[src/rtl/accumulator_seg_pipe.sv]
// rtl/accumulator_seg_pipe.sv - segmented, carry-pipelined accumulator with deskewed result
//
// Ports:
//   clk, rst      clock; asynchronous active-high reset
//   in_valid      operation present this cycle (always accepted)
//   op            00 ADD, 01 SUB, 10 LOAD, 11 CLEAR
//   din           operand, sign- or zero-extended per SIGNED_ADD
//   out_valid     data holds the result of one accepted operation
//   data, msb     deskewed accumulator value and its top bit
//   ovf           unsigned wrap (ADD carry / SUB borrow) of this result
//   ovf_sticky    OR of ovf since the last LOAD, CLEAR or reset
module accumulator_seg_pipe #(
    parameter int ACC_WIDTH  = 32,
    parameter int SEG_WIDTH  = 8,
    parameter int ADD_WIDTH  = 8,
    parameter int SIGNED_ADD = 0
) (
    input  logic                 clk,
    input  logic                 rst,
    input  logic                 in_valid,
    input  logic [1:0]           op,
    input  logic [ADD_WIDTH-1:0] din,
    output logic                 out_valid,
    output logic [ACC_WIDTH-1:0] data,
    output logic                 msb,
    output logic                 ovf,
    output logic                 ovf_sticky
);

    localparam int NSEG = ACC_WIDTH / SEG_WIDTH;

    localparam logic [1:0] OP_ADD   = 2'b00;
    localparam logic [1:0] OP_SUB   = 2'b01;
    localparam logic [1:0] OP_LOAD  = 2'b10;

    logic [ACC_WIDTH-1:0] x_ext;
    logic [ACC_WIDTH-1:0] x_mod;
    logic [NSEG-1:0]      stage_v;    // valid seen by segment i this cycle
    logic [2*NSEG-1:0]    stage_op;   // op seen by segment i this cycle
    logic [NSEG-1:0]      carry;      // registered carry-out of segment i

    logic       out_valid_q;
    logic [1:0] out_op_q;
    logic       sticky_q;

    generate
        if (SIGNED_ADD != 0) begin : g_sext
            assign x_ext = ACC_WIDTH'($signed(din));
        end else begin : g_zext
            assign x_ext = ACC_WIDTH'(din);
        end
    endgenerate

    // SUB inverts the operand up front; the +1 enters as segment 0's carry-in.
    assign x_mod = (op == OP_SUB) ? ~x_ext : x_ext;

    genvar i;
    generate
        for (i = 0; i < NSEG; i++) begin : g_seg
            localparam int DSK = NSEG - 1 - i;

            logic                 v;
            logic [1:0]           o;
            logic [SEG_WIDTH-1:0] xs;
            logic                 cin;
            logic [SEG_WIDTH-1:0] seg_q;
            logic                 c_q;
            logic [SEG_WIDTH:0]   seg_d;

            if (i == 0) begin : g_head
                assign v   = in_valid;
                assign o   = op;
                assign xs  = x_mod[SEG_WIDTH-1:0];
                assign cin = (op == OP_SUB);
            end else begin : g_skew
                logic                 v_q;
                logic [1:0]           o_q;
                logic [SEG_WIDTH-1:0] xd_q [i];

                // Segment i's control is segment i-1's control one cycle later;
                // its operand slice runs through its own i-deep delay line.
                always_ff @(posedge clk or posedge rst) begin
                    if (rst) begin
                        v_q <= 1'b0;
                        o_q <= 2'b00;
                        for (int k = 0; k < i; k++) xd_q[k] <= '0;
                    end else begin
                        v_q     <= stage_v[i-1];
                        o_q     <= stage_op[2*(i-1) +: 2];
                        xd_q[0] <= x_mod[i*SEG_WIDTH +: SEG_WIDTH];
                        for (int k = 1; k < i; k++) xd_q[k] <= xd_q[k-1];
                    end
                end

                assign v   = v_q;
                assign o   = o_q;
                assign xs  = xd_q[i-1];
                assign cin = carry[i-1];
            end

            assign seg_d = {1'b0, seg_q} + {1'b0, xs} + {{SEG_WIDTH{1'b0}}, cin};

            // Bubbles, LOAD and CLEAR all zero the carry so the next segment
            // never adds a stale carry into an unrelated operation.
            always_ff @(posedge clk or posedge rst) begin
                if (rst) begin
                    seg_q <= '0;
                    c_q   <= 1'b0;
                end else if (!v) begin
                    c_q <= 1'b0;
                end else begin
                    case (o)
                        OP_ADD, OP_SUB: begin
                            seg_q <= seg_d[SEG_WIDTH-1:0];
                            c_q   <= seg_d[SEG_WIDTH];
                        end
                        OP_LOAD: begin
                            seg_q <= xs;
                            c_q   <= 1'b0;
                        end
                        default: begin
                            seg_q <= '0;
                            c_q   <= 1'b0;
                        end
                    endcase
                end
            end

            assign stage_v[i]          = v;
            assign stage_op[2*i +: 2]  = o;
            assign carry[i]            = c_q;

            // Lower segments finish earlier; delay them so all slices of data
            // belong to the same operation.
            if (DSK > 0) begin : g_dsk
                logic [SEG_WIDTH-1:0] dk_q [DSK];
                always_ff @(posedge clk or posedge rst) begin
                    if (rst) begin
                        for (int k = 0; k < DSK; k++) dk_q[k] <= '0;
                    end else begin
                        dk_q[0] <= seg_q;
                        for (int k = 1; k < DSK; k++) dk_q[k] <= dk_q[k-1];
                    end
                end
                assign data[i*SEG_WIDTH +: SEG_WIDTH] = dk_q[DSK-1];
            end else begin : g_nodsk
                assign data[i*SEG_WIDTH +: SEG_WIDTH] = seg_q;
            end
        end
    endgenerate

    // Top segment updates on the same edge as these, so carry[NSEG-1] is the
    // top carry-out of the result currently on data.
    always_ff @(posedge clk or posedge rst) begin
        if (rst) begin
            out_valid_q <= 1'b0;
            out_op_q    <= 2'b00;
            sticky_q    <= 1'b0;
        end else begin
            out_valid_q <= stage_v[NSEG-1];
            out_op_q    <= stage_op[2*(NSEG-1) +: 2];
            sticky_q    <= ovf_sticky;
        end
    end

    assign out_valid  = out_valid_q;
    assign msb        = data[ACC_WIDTH-1];
    assign ovf        = out_valid_q & (((out_op_q == OP_ADD) &  carry[NSEG-1]) |
                                       ((out_op_q == OP_SUB) & ~carry[NSEG-1]));
    // op[1] set means LOAD or CLEAR: the emerging result restarts the sticky flag.
    assign ovf_sticky = ~(out_valid_q & out_op_q[1]) & (sticky_q | ovf);

endmodule

[config.mk]
export PLATFORM = sky130hd
export DESIGN_NAME = accumulator_seg_pipe
export DESIGN_NICKNAME = d
export VERILOG_FILES = /design/src/rtl/accumulator_seg_pipe.sv
export SDC_FILE = /design/constraint.sdc
export NUM_CORES = 1
export LEC_CHECK = 0
export ABC_AREA = 1
export CAP_MARGIN = 10
export CORE_ASPECT_RATIO = 0.75
export CORE_MARGIN = 5
export CORE_UTILIZATION = 51
export DETAILED_ROUTE_END_ITERATION = 8
export PLACE_DENSITY_LB_ADDON = 0.2
export SETUP_SLACK_MARGIN = 0.1
export SYNTH_ARGS = -nofsm -noshare
export SYNTH_HDL_FRONTEND = slang
export SYNTH_SLANG_ARGS = --single-unit
export TNS_END_PERCENT = 10
[constraint.sdc]
create_clock -name clk -period 4.85 [get_ports clk]
set_clock_uncertainty 0.05 [all_clocks]
set_input_delay 0.485 -clock clk [delete_from_list [all_inputs] [get_ports clk]]
set_output_delay 0.485 -clock clk [all_outputs]
set_load 0.03 [all_outputs]
==> flow_summary.yaml <==
worst_setup_path:
  max_stage_delay_ns: 0.70
  criticalPathCategory: "reg -> out"
  critPathMostFrequentCell: "nand2_1"
  required_ns: 4.32
  arrival_ns: 1.95
  start_kind: "flip-flop"
  end_kind: "output port"
  path_max_fanout: 2
  crit_path_cell_trace: "nand2_1 -> nand2_1 -> nor3_1 -> a2bb2oi_1 -> clkdlybuf4s50_1"
  critPathSlowestCell: "clkdlybuf4s50_1"
sta:
  fmax_mhz: 403.1
  tns_ns: 0
  fin_crit_ns: 2.481
  setup_viol: 0
  hold_slack_ns: 0.2955
  slew_viol_final: 0
  rsz0062_at_grt: "false"
  maxSlewHeadroom_pct: 53.66
  period_share_pct: 51.14
  tightest_slew_ns: 0.6951
  final_hold_viol_count: 0
floorplan:
  start_util_pct: 52.19
  ios: 49
  die-area_sq_um: 11300
  die_y_um: 93.32
  die_w_um: 121.1
  core_sq_um: 9046
  rows: 30
outcome:
  status: "complete, no violations"
detailed_routing:
  vias: 3294
  wl_mm: 8.633
  drc: 0
  drtPass1Iterations: 4
  detail-route-antenna-nets: 0
  wl_per_cell_um: 13.06
  avgViaCountPerCell: 4.983
  drt_iter0_drc: 235
cells_and_area:
  synthToLayoutAreaGrowth_pct: 16.86
  drive_gt1_share_pct: 5.816
  stdcell_count: 661
  register_area_sq_um: 2502
  final_util_pct: 60.98
  fill_cells: 760
  layout.nets: 578
  multi_input_area_sq_um: 1790
  num_antenna_cells: 0
synthesis:
  netlist-cell-type-count: 30
  avgSynthCellArea_sq_um: 9.634
  synth_area_sq_um: 4721
  synth_seq_cells: 100
  synth_fp_nets: 539
  synth_common_cells: "dfrtp_1 (100), inv_1 (74), nand2_1 (69)"
  synth_ff_type: "dfrtp_1"
  seq_area_frac_synth_pct: 53.01
  synth_top_area_share_pct: 53.01
  synth_edf_count: 0
  syn_inst: 490
  synth_area_leader_cell: "dfrtp_1"
  synth_warnings: 0
  yosysMostFrequentCell: "dfrtp_1"
  synth_area_leaders: "dfrtp_1 (53%), ha_1 (7.7%), inv_1 (5.9%)"
  ys_async_sr_fraction_pct: 100.0
placement:
  dp.cells: 646
  placement.io_buffers: 48
  gp_routability_congestion: 0.8573
  hpwl_mm: 6.084
clocking:
  htreeDepth: 3
  cts_root_buf: "clkbuf_16"
  cts_buffers: 9
  cts_setup_buffers: 0
  clk_pin_slew_ns: 0.07
  worstSkewPairLatency_ns: 0.34
  cts_buffer_depth: 2
  ctsResizeCount: 0
  holdBufCountCts: 0
  cts_tree: "built"
  clock_sink_count: 100
grt:
  grt_antenna_before_repair: 0
  grtUsageTotal_pct: 17.07
  grt_overflow: 0
  grt_max_degree: 59
  grt_pass1_wl_mm: 15.37
  grt_pass1_vias: 3326
min_path:
  hold_path.class: "reg -> reg"
flow_run:
  max_cap_viol_count: 0
power_and_ir_drop:
  p_leak_nw: 2.744
  power.density_nw_per_um2: 431.4
  ir_drop_v: 0.0002468
[report_power, final]
group	switching (mW)	total, mW	internal (mW)
Clock	0.302	0.699	0.396
Sequential	0.0775	1.04	0.966
Combinational	0.382	0.637	0.255
Total	0.762	2.38	1.62
[kinds of logic after synthesis]
family	Yosys count	share of synthesized area, %
flip-flops	100	53.01
adder cells (fa/ha/maj)	36	10.65
AO/OA/AOI/OAI	87	10.36
AND/OR/NAND/NOR	164	15.61
buffers and inverters	96	9.064
XOR/XNOR	7	1.299
[worst max-delay path, delay by kind of cell (launching register included)]
kind                   cells  cell delay, ns
AND/OR/NAND/NOR            3            0.32
AO/OA/AOI/OAI              1            0.22
buffers and inverters      1            0.70
flip-flops                 1            0.37
[cell type report]
class,count,area share (%)
repair buffers,49,8.846
inverters,75,5.149
well taps,128,2.903
clock inverters,6,1.202
clock buffers,9,4.083
multi-input cells,294,32.46
flip-flops and latches,100,45.36
[flip-flops by register name, indices dropped and copies added (netlist names), 2 cells and up]
name / count
g_seg.g_dsk.dk_q: 32
g_seg.seg_q: 32
g_seg.g_skew.v_q: 3
data: 16
g_seg.c_q: 4
g_seg.g_skew.o_q: 6
out_op_q: 2
g_seg.xs: 2
[routing by layer]
| metal | global-route usage (%) | wire (um) |
|---|---|---|
| met1 | 22.57 | 4034 |
| met2 | 27.46 | 4051 |
| met3 | 4.051 | 424 |
| met4 | 6.415 | 123 |
| met5 | 0 | 0 |
[cells in the final DEF (no fill, tap or decap), drive strengths merged, types with 4 or more instances in the layout]
master           n
a21oi           52
clkbuf           9
nand2           72
nand4            7
or2              6
xor2             4
nand3           40
nand3b           4
dfrtp          100
o21a             7
clkdlybuf4s50   48
inv             75
fa               7
nor2            34
o21ai           18
ha              29
[path summary, 6_finish.rpt]
kind	start	to	slack (ns)	depth (start not counted)
setup / recovery	g_seg[3].c_q	ovf_sticky	2.37	5
hold / removal	g_seg[0].g_dsk.dk_q[13]	data[5]	0.30	0
setup reg to reg	g_seg[1].g_skew.xd_q[6]	g_seg[1].c_q	2.50	10
hold reg to reg	g_seg[0].g_dsk.dk_q[13]	data[5]	0.30	0
max in group asynchronous	rst	g_seg[2].g_skew.o_q[1]	3.19	3
min in group asynchronous	rst	data[0]	0.56	2
[per-stage QoR]
stage | setup WS [ns] | total power [mW] | instance area (sq um)
2_1_floorplan | 1.696 | 1.522 | 4721
3_3_place_gp | 2.146 | 1.677 | 5225
3_5_place_dp | 2.025 | 1.694 | 5225
4_1_cts | 2.349 | 2.411 | 5517
5_1_grt | 2.128 | 2.532 | 5517
6_report | 2.369 | 2.380 | 5517
Note: power is estimated with default switching activity, not from simulation.
